File: config.mk
export PLATFORM = sky130hd
export DESIGN_NAME = audio_pdm_cic_receiver
export DESIGN_NICKNAME = d
export VERILOG_FILES = /design/src/rtl/audio_pdm_cic_receiver.sv
export SDC_FILE = /design/constraint.sdc
export NUM_CORES = 1
export LEC_CHECK = 0
export CORE_MARGIN = 3
export CORE_UTILIZATION = 45
export DETAILED_ROUTE_END_ITERATION = 8
export PLACE_DENSITY = 0.6
export SYNTH_ARGS = -nofsm -noshare
export SYNTH_HDL_FRONTEND = slang
export SYNTH_SLANG_ARGS = --single-unit
export TNS_END_PERCENT = 50
File: constraint.sdc
create_clock -name clk -period 6.6 [get_ports clk]
set_input_delay 0.99 -clock clk [delete_from_list [all_inputs] [get_ports clk]]
set_output_delay 0.99 -clock clk [all_outputs]
set_load 0.02 [all_outputs]
File: src/rtl/audio_pdm_cic_receiver.sv
// Stereo PDM receiver. One interleaved PDM line is split on the ock edges:
// rising edges feed the left channel and falling edges feed the right channel.
// Each channel goes through a third-order CIC decimator (ratio DEC), and the
// result is presented as a 32-bit offset-binary pair on a valid/ready handshake.
module audio_pdm_cic_receiver #(
  parameter int unsigned DEC = 64
) (
  input  logic        clk,
  input  logic        rstn,
  input  logic        ock,
  input  logic        sdi,
  input  logic        en,
  output logic [31:0] dout_l,
  output logic [31:0] dout_r,
  output logic        out_valid,
  input  logic        out_ready,
  output logic        overrun
);

  localparam int unsigned  L        = $clog2(DEC);
  localparam int unsigned  W        = 3 * L + 1;
  localparam int unsigned  SH       = 32 - 3 * L;
  localparam logic [L-1:0] CNT_LAST = L'(DEC - 1);

  // Per-channel CIC state. All arithmetic wraps modulo 2^W by design.
  typedef struct packed {
    logic [W-1:0] i1, i2, i3;
    logic [W-1:0] d1, d2, d3;
    logic [W-1:0] c3;
  } chan_t;

  // Pipelined integrator cascade: each stage adds the previous stage's old value.
  function automatic chan_t integrate(input chan_t s, input logic bit_in);
    chan_t r;
    r    = s;
    r.i1 = s.i1 + W'(bit_in);
    r.i2 = s.i2 + s.i1;
    r.i3 = s.i3 + s.i2;
    return r;
  endfunction

  // Three comb stages evaluated together; the delays capture each comb input.
  function automatic chan_t comb(input chan_t s);
    chan_t        r;
    logic [W-1:0] c1, c2;
    r    = s;
    c1   = s.i3 - s.d1;
    c2   = c1 - s.d2;
    r.c3 = c2 - s.d3;
    r.d1 = s.i3;
    r.d2 = c1;
    r.d3 = c2;
    return r;
  endfunction

  // Full-scale input gives exactly DEC^3, which alone sets bit 3L; clamp it.
  function automatic logic [31:0] map_out(input logic [W-1:0] c3);
    if (c3[3*L]) return 32'hFFFF_FFFF;
    return {c3[3*L-1:0], {SH{1'b0}}};
  endfunction

  logic         ock_d_q, ock_d_d, ock_dd_q, ock_dd_d;
  chan_t        l_q, l_d, r_q, r_d;
  logic [L-1:0] cnt_q, cnt_d;
  logic         frame_q, frame_d;
  logic [1:0]   warm_q, warm_d;
  logic         comb_vld_q, comb_vld_d;
  logic [31:0]  dout_l_q, dout_l_d, dout_r_q, dout_r_d;
  logic         out_valid_q, out_valid_d;
  logic         overrun_q, overrun_d;
  logic         ock_01, ock_10, frame_stb, load;

  // Next-state logic: edge detect, integrators, framing, comb step, handshake.
  always_comb begin
    // NOTE: every signal gets a default before any branch so no latch is inferred.
    ock_d_d     = ock;
    ock_dd_d    = ock_d_q;
    ock_01      = ~ock_dd_q & ock_d_q;
    ock_10      = ock_dd_q & ~ock_d_q;
    frame_stb   = ock_10 && (cnt_q == CNT_LAST);
    l_d         = l_q;
    r_d         = r_q;
    cnt_d       = cnt_q;
    frame_d     = frame_stb;
    warm_d      = warm_q;
    comb_vld_d  = 1'b0;
    dout_l_d    = dout_l_q;
    dout_r_d    = dout_r_q;
    load        = comb_vld_q;

    if (ock_01) l_d = integrate(l_q, sdi);
    if (ock_10) begin
      r_d   = integrate(r_q, sdi);
      cnt_d = cnt_q + L'(1);
    end

    // Comb runs one clk after the frame strobe; ock phases are long enough
    // that no channel strobe can coincide with it.
    if (frame_q) begin
      l_d        = comb(l_d);
      r_d        = comb(r_d);
      comb_vld_d = (warm_q == 2'd3);
      if (warm_q != 2'd3) warm_d = warm_q + 2'd1;
    end

    if (load) begin
      dout_l_d = map_out(l_q.c3);
      dout_r_d = map_out(r_q.c3);
    end
    out_valid_d = load | (out_valid_q & ~out_ready);
    overrun_d   = load & out_valid_q & ~out_ready;

    // Disabled: the whole datapath is parked at zero and the output drops.
    if (!en) begin
      l_d         = '0;
      r_d         = '0;
      cnt_d       = '0;
      frame_d     = 1'b0;
      warm_d      = '0;
      comb_vld_d  = 1'b0;
      out_valid_d = 1'b0;
      overrun_d   = 1'b0;
    end
  end

  // Two-flop synchroniser for ock; it keeps running even while disabled.
  always_ff @(posedge clk or negedge rstn) begin
    // NOTE: sequential state uses non-blocking assignments so all flops see pre-edge values.
    if (!rstn) begin
      ock_d_q  <= 1'b0;
      ock_dd_q <= 1'b0;
    end else begin
      ock_d_q  <= ock_d_d;
      ock_dd_q <= ock_dd_d;
    end
  end

  // Datapath and handshake state registers.
  always_ff @(posedge clk or negedge rstn) begin
    if (!rstn) begin
      l_q         <= '0;
      r_q         <= '0;
      cnt_q       <= '0;
      frame_q     <= 1'b0;
      warm_q      <= '0;
      comb_vld_q  <= 1'b0;
      dout_l_q    <= 32'h8000_0000;
      dout_r_q    <= 32'h8000_0000;
      out_valid_q <= 1'b0;
      overrun_q   <= 1'b0;
    end else begin
      l_q         <= l_d;
      r_q         <= r_d;
      cnt_q       <= cnt_d;
      frame_q     <= frame_d;
      warm_q      <= warm_d;
      comb_vld_q  <= comb_vld_d;
      dout_l_q    <= dout_l_d;
      dout_r_q    <= dout_r_d;
      out_valid_q <= out_valid_d;
      overrun_q   <= overrun_d;
    end
  end

  assign dout_l    = dout_l_q;
  assign dout_r    = dout_r_q;
  assign out_valid = out_valid_q;
  assign overrun   = overrun_q;

endmodule

==> metrics.md <==
| Metric | Value |
|---|---|
| Final setup fails | `0` |
| Wire length on met1 | `22,400 um` |
| Slew Limit Fails | `0` |
| Worst skew pair latency | `between 500 and 600 ps` |
| Syn Std Cell Area | `around 21,000 sq um` |
| Post-synthesis async set-or-reset flop share | `1.00` |
| Final ANT Viol Nets | `0` |
| Commonest non-fill, non-tap cell in the layout | `nor2_1` |
| Final min period | `just over 6000 ps` |
| Post-Syn Instances | `between 2,000 and 2,500` |
| Critical path launch point type | `flip-flop` |
| Sequential share of the synthesized area | `0.375` |
| Actual slew at the worst max-slew pin | `~900 ps` |
| Nets@finish | `2,598` |
| Delay-heaviest family, CP | `compound AO/OA/AOI/OAI gates` |
| Max VDD drop | `~220 uV` |
| Layout area overhead | `12.5%` |
| Endpoint class of the critical path | `flip-flop` |
| Crit-path max FO | `4` |
| Starting DRC count in detailed routing | `slightly above 800` |
| Detailed Route WL | `around 46,000 um` |
| Standard-cell rows | `a little under 80` |
| Warnings, synthesis | `0` |
| Post-DP Area | `between 20,000 and 25,000 sq um` |
| DP Worst Slack | `~180 ps` |
| CP max-delay cell | `a2111oi_4` |
| Synth Area per Inst | `9.00 sq um` |
| DP HPWL | `roughly 32,000 um` |
| CTS H-tree lvls | `2` |
| Max Fclk | `around 160 MHz` |
| Initial Util | `0.462` |
| Root Buffer Master | `clkbuf_16` |
| Port bufs | `71` |
| Power Dens Cells | `256 nW/um^2` |
| CTS buffer count | `39` |
| WL met3 | `roughly 1300 um` |
| Final hold vios | `0` |
| Top_reg_cell synth | `dfrtp_1` |
| Diode count | `0` |
| Via density | `5.33` |
| Die Height | `between 200 and 250 um` |
| GRT Util Overall | `0.183` |
| GR Overflow Total | `0` |
| Tcrit/Tclk final | `0.935` |
| Share of layout cells above drive strength 1 | `0.0776` |
| CTS Hold Buffers Added | `0` |
| Status | `finished, final reports clean` |
| TritonRoute pass-1 iters | `5` |
| Setup CP Type | `flip-flop to flip-flop` |
| Core area | `46,000 sq um` |
| Arr. time, crit path | `approximately 6600 ps` |
| Max stage delay on crit path | `440 ps` |
| WP buf/inv | `0` |
| DR top layer | `met4` |
| First-pass GRT wire length | `78,500 um` |
| CTS tree | `built` |
| Post-synth EDFFs | `0` |
| WL/cell | `approximately 15 um` |
| GP Congestion | `0.785` |
| Clock sinks | `between 300 and 400` |
| Most frequent cells in the layout | `nor2_1, dfrtp_1, nand2_1` |
| Final instance area | `between 20,000 and 25,000 sq um` |
| Largest net degree at the start of global routing | `between 100 and 150` |
| Setup WS post-layout | `around 430 ps` |
| Die area | `about 50,000 sq um` |
| Tightest Hold Check Type | `input pin to async pin` |
| Worst R2R Setup Slack | `430 ps` |
| Met2 wire len | `21,000 um` |
| CTS Buffer Depth | `3` |
| Total number of vias | `16,100` |
| FF+latch count, synth | `about 320` |
| Synth unique cells | `82` |
| Clock slew at reported path FFs | `approximately 60 ps` |
| Post-Syn Nets | `~2,600` |
| Vias in the first global route | `~16,000` |
| Worst rel slew slack | `0.399` |
| # IOs | `72` |
| Worst endpoint required time | `approximately 7000 ps` |
| P_leak | `around 0.011 uW` |
| Max cap viols | `0` |
| Drt drc | `0` |
| Die width | `223 um` |
| Final Skew | `~29 ps` |
| Antenna violations before repair | `0` |
Yosys cell counts (all sizes together), types with 14 or more instances:
library cell	count	share of area
nand2	197	0.035
clkbuf	54	0.0095
a21oi	189	0.045
xor2	73	0.030
and3	14	0.0041
ha	186	0.11
nand2b	24	0.0071
nor3	25	0.0059
o21a	19	0.0068
or3	14	0.0044
dfrtp	316	0.37
a211oi	23	0.0081
and2	30	0.0088
buf	48	0.013
a31oi	14	0.0044
xnor2	109	0.046
o21ai	101	0.024
nor2	330	0.058
a21o	58	0.020
nor2b	30	0.0088
mux2	38	0.020
nand4	15	0.0044
inv	157	0.028
mux2i	97	0.046
nand3	49	0.012
kinds of logic (layout without fill, tap and decap cells):
group | count (synthesis) | after routing | synth area share
xor+xnor | 183 | 183 | 0.0768
simple gates | 760 | 760 | 0.159
flops | 318 | 318 | 0.375
compound gates | 509 | 509 | 0.154
mux | 135 | 135 | 0.0660
fa+ha+maj | 196 | 196 | 0.119
buf+inv | 259 | 321 | 0.0503
registers in the layout (all words and copies together) (netlist names), 2 cells and up:
register and count:
dout_l 19, r_q 133, l_q 133, cnt_q 6, dout_r 19, warm_q 2
through the flow:
stage	setup TNS (ps)	std cells	hold WS, ps	total power (uW)	util
after floorplan	0	2360	400	3500	-
after global placement	0	2949	465	3900	0.488
after detailed placement	0	2949	472	3920	0.488
after CTS	0	3016	384	6100	0.515
after global routing	-41.7	3022	418	6490	0.520
final	0	3022	378	6110	0.520
area by class of cell:
type,count,area (sq um)
Timing Repair Buffer,97,918
Multi-Input combinational cell,1783,12400
Sequential cell,318,7970
Fill cell,4213,22100
Clock inverter,10,140
Tap cell,600,751
Clock buffer,57,1120
Inverter,157,594
worst paths after layout:
check                      startpoint          to  cells past startpoint
max                           l_q[95]     l_q[18]                     29
min                              rstn  dout_l[26]                      1
max reg2reg                   l_q[95]     l_q[18]                     29
min reg2reg                   l_q[72]     l_q[72]                      2
max in group asynchronous        rstn     l_q[96]                      2
min in group clk              l_q[72]     l_q[72]                      2
worst reg2reg max path, delay by kind of cell (launching register included):
kind / cells / cell delay [ps]
flip-flops: 1 / 400
AO/OA/AOI/OAI: 14 / 2620
AND/OR/NAND/NOR: 7 / 960
adder cells (fa/ha/maj): 5 / 1520
XOR/XNOR: 3 / 540
timing repair:
item / CTS / global route
gates resized for setup: 0 / 39
setup buffers: 0 / 6
endpoints found under the setup margin: 0 / 6
where the power goes:
| group | total (uW) | switching, uW | internal (uW) |
|---|---|---|---|
| Sequential | 1960 | 6.04 | 1960 |
| Clock | 2140 | 847 | 1300 |
| Combinational | 2000 | 1120 | 882 |
routing by layer:
| metal | GRT usage | vias to the layer above |
|---|---|---|
| met1 | 0.254 | 7687 |
| met5 | 0 | - |
| met2 | 0.304 | 183 |
| li1 | - | 8177 |
| met4 | 0.0480 | 0 |
| met3 | 0.0220 | 58 |
(Power assumes the default switching activity.)
